<file path="src/rtl/bcd5311_serial_conv.sv">
// Serial BCD 5311 -> 8421 converter, one digit per clock, MSD first, valid/ready on both sides.
// Optional binary output: define BCD_BIN_EN to add out_bin and its decimal accumulator.
module bcd5311_serial_conv #(
    parameter int unsigned DIGITS = 4,
    parameter int unsigned BIN_W  = 14
) (
    input  logic                  clk,
    input  logic                  rst_n,
    input  logic                  in_valid,
    output logic                  in_ready,
    input  logic [4*DIGITS-1:0]   in_data,
    output logic                  out_valid,
    input  logic                  out_ready,
    output logic [4*DIGITS-1:0]   out_data,
    output logic [DIGITS-1:0]     out_err_mask,
    output logic                  out_err
`ifdef BCD_BIN_EN
    ,
    output logic [BIN_W-1:0]      out_bin
`endif
);

    localparam int unsigned W  = 4 * DIGITS;
    localparam int unsigned CW = (DIGITS < 2) ? 1 : $clog2(DIGITS + 1);

    typedef enum logic [1:0] {IDLE, CONV, DONE} state_e;

    state_e          state_q, state_d;
    logic [W-1:0]    shift_q, shift_d;
    logic [W-1:0]    res_q,   res_d;
    logic [DIGITS-1:0] mask_q, mask_d;
    logic [CW-1:0]   cnt_q,   cnt_d;

    logic [3:0]      dig;
    logic [3:0]      dig_v;
    logic            dig_bad;
    logic [3:0]      dig_out;

`ifdef BCD_BIN_EN
    logic [BIN_W-1:0] acc_q, acc_d;
`else
    logic unused_bin_w;
    assign unused_bin_w = |BIN_W;
`endif

    // Weighted decode of the MSD-side nibble; only 1111 sums to 10.
    always_comb begin
        dig     = shift_q[W-1 -: 4];
        dig_v   = (dig[3] ? 4'd5 : 4'd0) + (dig[2] ? 4'd3 : 4'd0)
                + {3'b000, dig[1]} + {3'b000, dig[0]};
        dig_bad = (dig_v > 4'd9);
        dig_out = dig_bad ? 4'hF : dig_v;
    end

    always_comb begin
        state_d   = state_q;
        shift_d   = shift_q;
        res_d     = res_q;
        mask_d    = mask_q;
        cnt_d     = cnt_q;
`ifdef BCD_BIN_EN
        acc_d     = acc_q;
`endif
        in_ready  = rst_n && (state_q == IDLE);
        out_valid = (state_q == DONE);

        case (state_q)
            IDLE: begin
                if (in_valid) begin
                    shift_d = in_data;
                    res_d   = '0;
                    mask_d  = '0;
                    cnt_d   = '0;
`ifdef BCD_BIN_EN
                    acc_d   = '0;
`endif
                    state_d = CONV;
                end
            end
            CONV: begin
                shift_d = shift_q << 4;
                res_d   = (res_q << 4) | W'(dig_out);
                mask_d  = (mask_q << 1) | DIGITS'(dig_bad);
                cnt_d   = cnt_q + CW'(1);
`ifdef BCD_BIN_EN
                acc_d   = acc_q * BIN_W'(4'd10) + BIN_W'(dig_v);
`endif
                if (cnt_q == CW'(DIGITS - 1)) begin
                    state_d = DONE;
                end
            end
            DONE: begin
                if (out_ready) begin
                    state_d = IDLE;
                end
            end
            default: state_d = IDLE;
        endcase
    end

    always_ff @(posedge clk) begin
        if (!rst_n) begin
            state_q <= IDLE;
            shift_q <= '0;
            res_q   <= '0;
            mask_q  <= '0;
            cnt_q   <= '0;
`ifdef BCD_BIN_EN
            acc_q   <= '0;
`endif
        end else begin
            state_q <= state_d;
            shift_q <= shift_d;
            res_q   <= res_d;
            mask_q  <= mask_d;
            cnt_q   <= cnt_d;
`ifdef BCD_BIN_EN
            acc_q   <= acc_d;
`endif
        end
    end

    assign out_data     = res_q;
    assign out_err_mask = mask_q;
    assign out_err      = |mask_q;
`ifdef BCD_BIN_EN
    // Any invalid digit poisons the whole binary value.
    assign out_bin      = (|mask_q) ? '0 : acc_q;
`endif

endmodule

</file>
<file path="config.mk">
export PLATFORM = sky130hd
export DESIGN_NAME = bcd5311_serial_conv
export DESIGN_NICKNAME = d
export VERILOG_FILES = /design/src/rtl/bcd5311_serial_conv.sv
export SDC_FILE = /design/constraint.sdc
export NUM_CORES = 1
export LEC_CHECK = 0
export BUFFER_PORTS_ARGS = -buffer_cell sky130_fd_sc_hd__buf_4
export CORE_UTILIZATION = 35
export CTS_BUF_LIST = sky130_fd_sc_hd__clkbuf_2
export DETAILED_ROUTE_END_ITERATION = 8
export PLACE_DENSITY = 0.67
export SLEW_MARGIN = 25
export SYNTH_ARGS = -nofsm -noshare
export SYNTH_HDL_FRONTEND = slang
export SYNTH_SLANG_ARGS = --single-unit
</file>
<file path="constraint.sdc">
create_clock -name clk -period 2.75 [get_ports clk]
set_input_delay 0.4125 -clock clk [delete_from_list [all_inputs] [get_ports clk]]
set_output_delay 0.4125 -clock clk [all_outputs]
set_load 0.02 [all_outputs]
</file>
==> results.toml <==
[sta]
finClkSkew_ps = 16.5
rsz0062_at_grt = "false"
fmax_mhz = 485
worst_pin_slew_ps = 705
post-route-period-util_pct = 75.0
fin_ws_ps = 689
fin_crit_ps = 2060
tns_ps = 0
slew_headroom_pct = 52.9
hold_violations = 0
finalMaxSlewViolations = 0
setup_viol = 0

[layout]
nets = 251
finalNonFillerCells = 297
fillers = 518
drive_above_1_share_pct = 32.2
final_area_um2 = 2260
diodes = 0
area_growth_pct = 18.4

[outcome]
status = "finished clean"

[drt]
drc = 0
vias = 1490
vias_per_cell = 5.02
ant_nets = 0
drt_iter0_markers = 92
firstDrtPassIters = 5
wl_per_cell_um = 12.8
routed_wl_um = 3800

[synthesis]
syn_nets = 217
ys_ff_latch = 41
ys_types = 35
synth.avg_cell_area_um2 = 9.94
yosysSeqAreaShare_pct = 43.0
syn_inst = 192
synth_area_um2 = 1910
yosysWarnings = 0

[clocking]
clk_latency_ps = 380
clk_pin_slew_ps = 210
cts_sinks = 41
clock-root-buffer = "clkbuf_2"
cts.repair.resized = 0
h-tree-depth = 2
cts_buffers = 5
postCtsSetupBuffers = 0
cts_hold_buffers = 0
clock_path_buffers = 2
cts_tree = "yes"

[power]
p_total_mw = 1.19
leakage_nw = 0.895
ir_worst_vdd_mv = 0.312
pwr_density_cell_nw_per_um2 = 527

[placement]
port_buffers = 42
gp_congestion = 0.732
hpwl_um = 2470
placed_cell_area_um2 = 2200
dp_slack_ps = 676
dpl.cell_count = 289

[die]
dieHeight_um = 75.9
core_um2 = 5170
rows = 26
die-area_um2 = 5750
ios = 43
start_util_pct = 36.9
die-width_um = 75.9

[global_route]
gr-usage-all-layers_pct = 14.1
grt_pass1_wl_um = 6090
grt_pass1_vias = 1345
grt.overflow.total = 0
grt_max_degree = 46
antenna_found_initial = 0

[critical_path]
slowest_stage = "fa_1"
path_common_cell = "fa_1"
crit_type = "reg2reg"
cp-start-kind = "register"
slowest_delay_ps = 540
crit_chain = "fa_1 -> ha_1 -> inv_1 -> fa_1 -> nor2b_1 -> o211ai_1 -> a21boi_1"
crit_required_ps = 3050
cp_max_fo = 2
worstPathArrival_ps = 2360
crit_path_end_kind = "register"

[worst_hold_path]
hp-class = "in2reg"

[run]
max_cap_violations = 0
[registers in the layout, indices dropped and copies added, names as in the netlist]
name	cells
cnt_q	3
out_data	16
out_err_mask	4
shift_q	16
state_q	2
[stage by stage]
step                utilization [%]  hold slack [ps]
floorplan                         -              497
global placement               42.5              498
detailed placement             42.5              514
CTS                            43.7              223
global route                   43.7              205
finish                         43.7              247
[synth_stat cells, drive strengths merged]
cell / number / area, um^2
nand2b: 2 / 12.5
and2: 3 / 18.8
nor2: 4 / 15.0
or4: 1 / 7.51
fa: 2 / 40.0
nand2: 9 / 33.8
a21boi: 2 / 18.8
xnor2: 1 / 8.76
a32o: 4 / 40.0
buf: 13 / 108
o2bb2ai: 3 / 26.3
o211ai: 1 / 7.51
clkbuf: 2 / 7.51
o2111ai: 1 / 8.76
dfxtp: 41 / 821
o22ai: 3 / 18.8
mux2i: 1 / 10.0
o21bai: 1 / 18.8
inv: 9 / 33.8
nor2b: 24 / 158
o21ba: 1 / 16.3
o21ai: 13 / 103
a22o: 4 / 35.0
a21oi: 19 / 133
ha: 3 / 37.5
nand3: 6 / 30.0
a22oi: 19 / 143
[worst paths after layout]
check | cells after the start | end | slack [ps] | from
setup reg to reg | 7 | out_err_mask[0] | 690 | shift_q[12]
setup / recovery | 7 | out_err_mask[0] | 690 | shift_q[12]
hold / removal | 3 | shift_q[14] | 250 | in_data[14]
hold reg to reg | 2 | out_data[2] | 530 | out_data[2]
[where the power goes]
| part | switching (mW) | internal [mW] | leakage, nW |
|---|---|---|---|
| clock network | 0.193 | 0.155 | 0.0406 |
| registers | 0.0271 | 0.623 | 0.335 |
| logic | 0.109 | 0.0850 | 0.520 |
[critical path: cells and delay by family, from the launching register on]
| family | cells | cell delay (ps) |
|---|---|---|
| flops | 1 | 380 |
| simple gates | 1 | 160 |
| fa+ha+maj | 3 | 1060 |
| buf+inv | 1 | 50 |
| compound gates | 2 | 320 |
[per-layer routing]
| layer | part of all wire (%) | vias up | track usage, % | routed length (um) |
|---|---|---|---|---|
| met5 | 0 | - | 0 | 0 |
| met4 | 0.90 | 0 | 4.94 | 34 |
| met3 | 7.2 | 5 | 3.70 | 275 |
| met2 | 44 | 51 | 22.8 | 1690 |
| met1 | 47 | 684 | 18.0 | 1800 |
| li1 | - | 750 | - | - |
[cells by family after synthesis]
logic type	count (synthesis)	synth area share (%)
fa+ha+maj	5	4.06
flops	41	43.0
compound gates	71	29.8
simple gates	49	14.4
mux	1	0.524
xor+xnor	1	0.459
buf+inv	24	7.80
[area by class of cell]
class / instances / area [um^2] / area share (%)
Multi-Input combinational cell: 127 / 940 / 41.6
Clock buffer: 6 / 30.0 / 1.33
Timing Repair Buffer: 42 / 315 / 13.9
Clock inverter: 2 / 33.8 / 1.49
Inverter: 9 / 33.8 / 1.49
Tap cell: 70 / 87.6 / 3.87
Sequential cell: 41 / 821 / 36.3
[layout by cell type, fill, tap and decap left out, drive strengths merged, types with 2 or more instances in the layout]
master,Yosys,routed
buf,13,42
fa,2,2
clkbuf,2,6
o2bb2ai,3,3
a32o,4,4
nand2b,2,2
o21ai,13,13
nand3,6,6
a21boi,2,2
o22ai,3,3
nand2,9,9
and2,3,3
nor2,4,4
inv,9,9
dfxtp,41,41
nor2b,24,24
a21oi,19,19
ha,3,3
a22oi,19,19
a22o,4,4
Power figures use the tool's default switching activity.
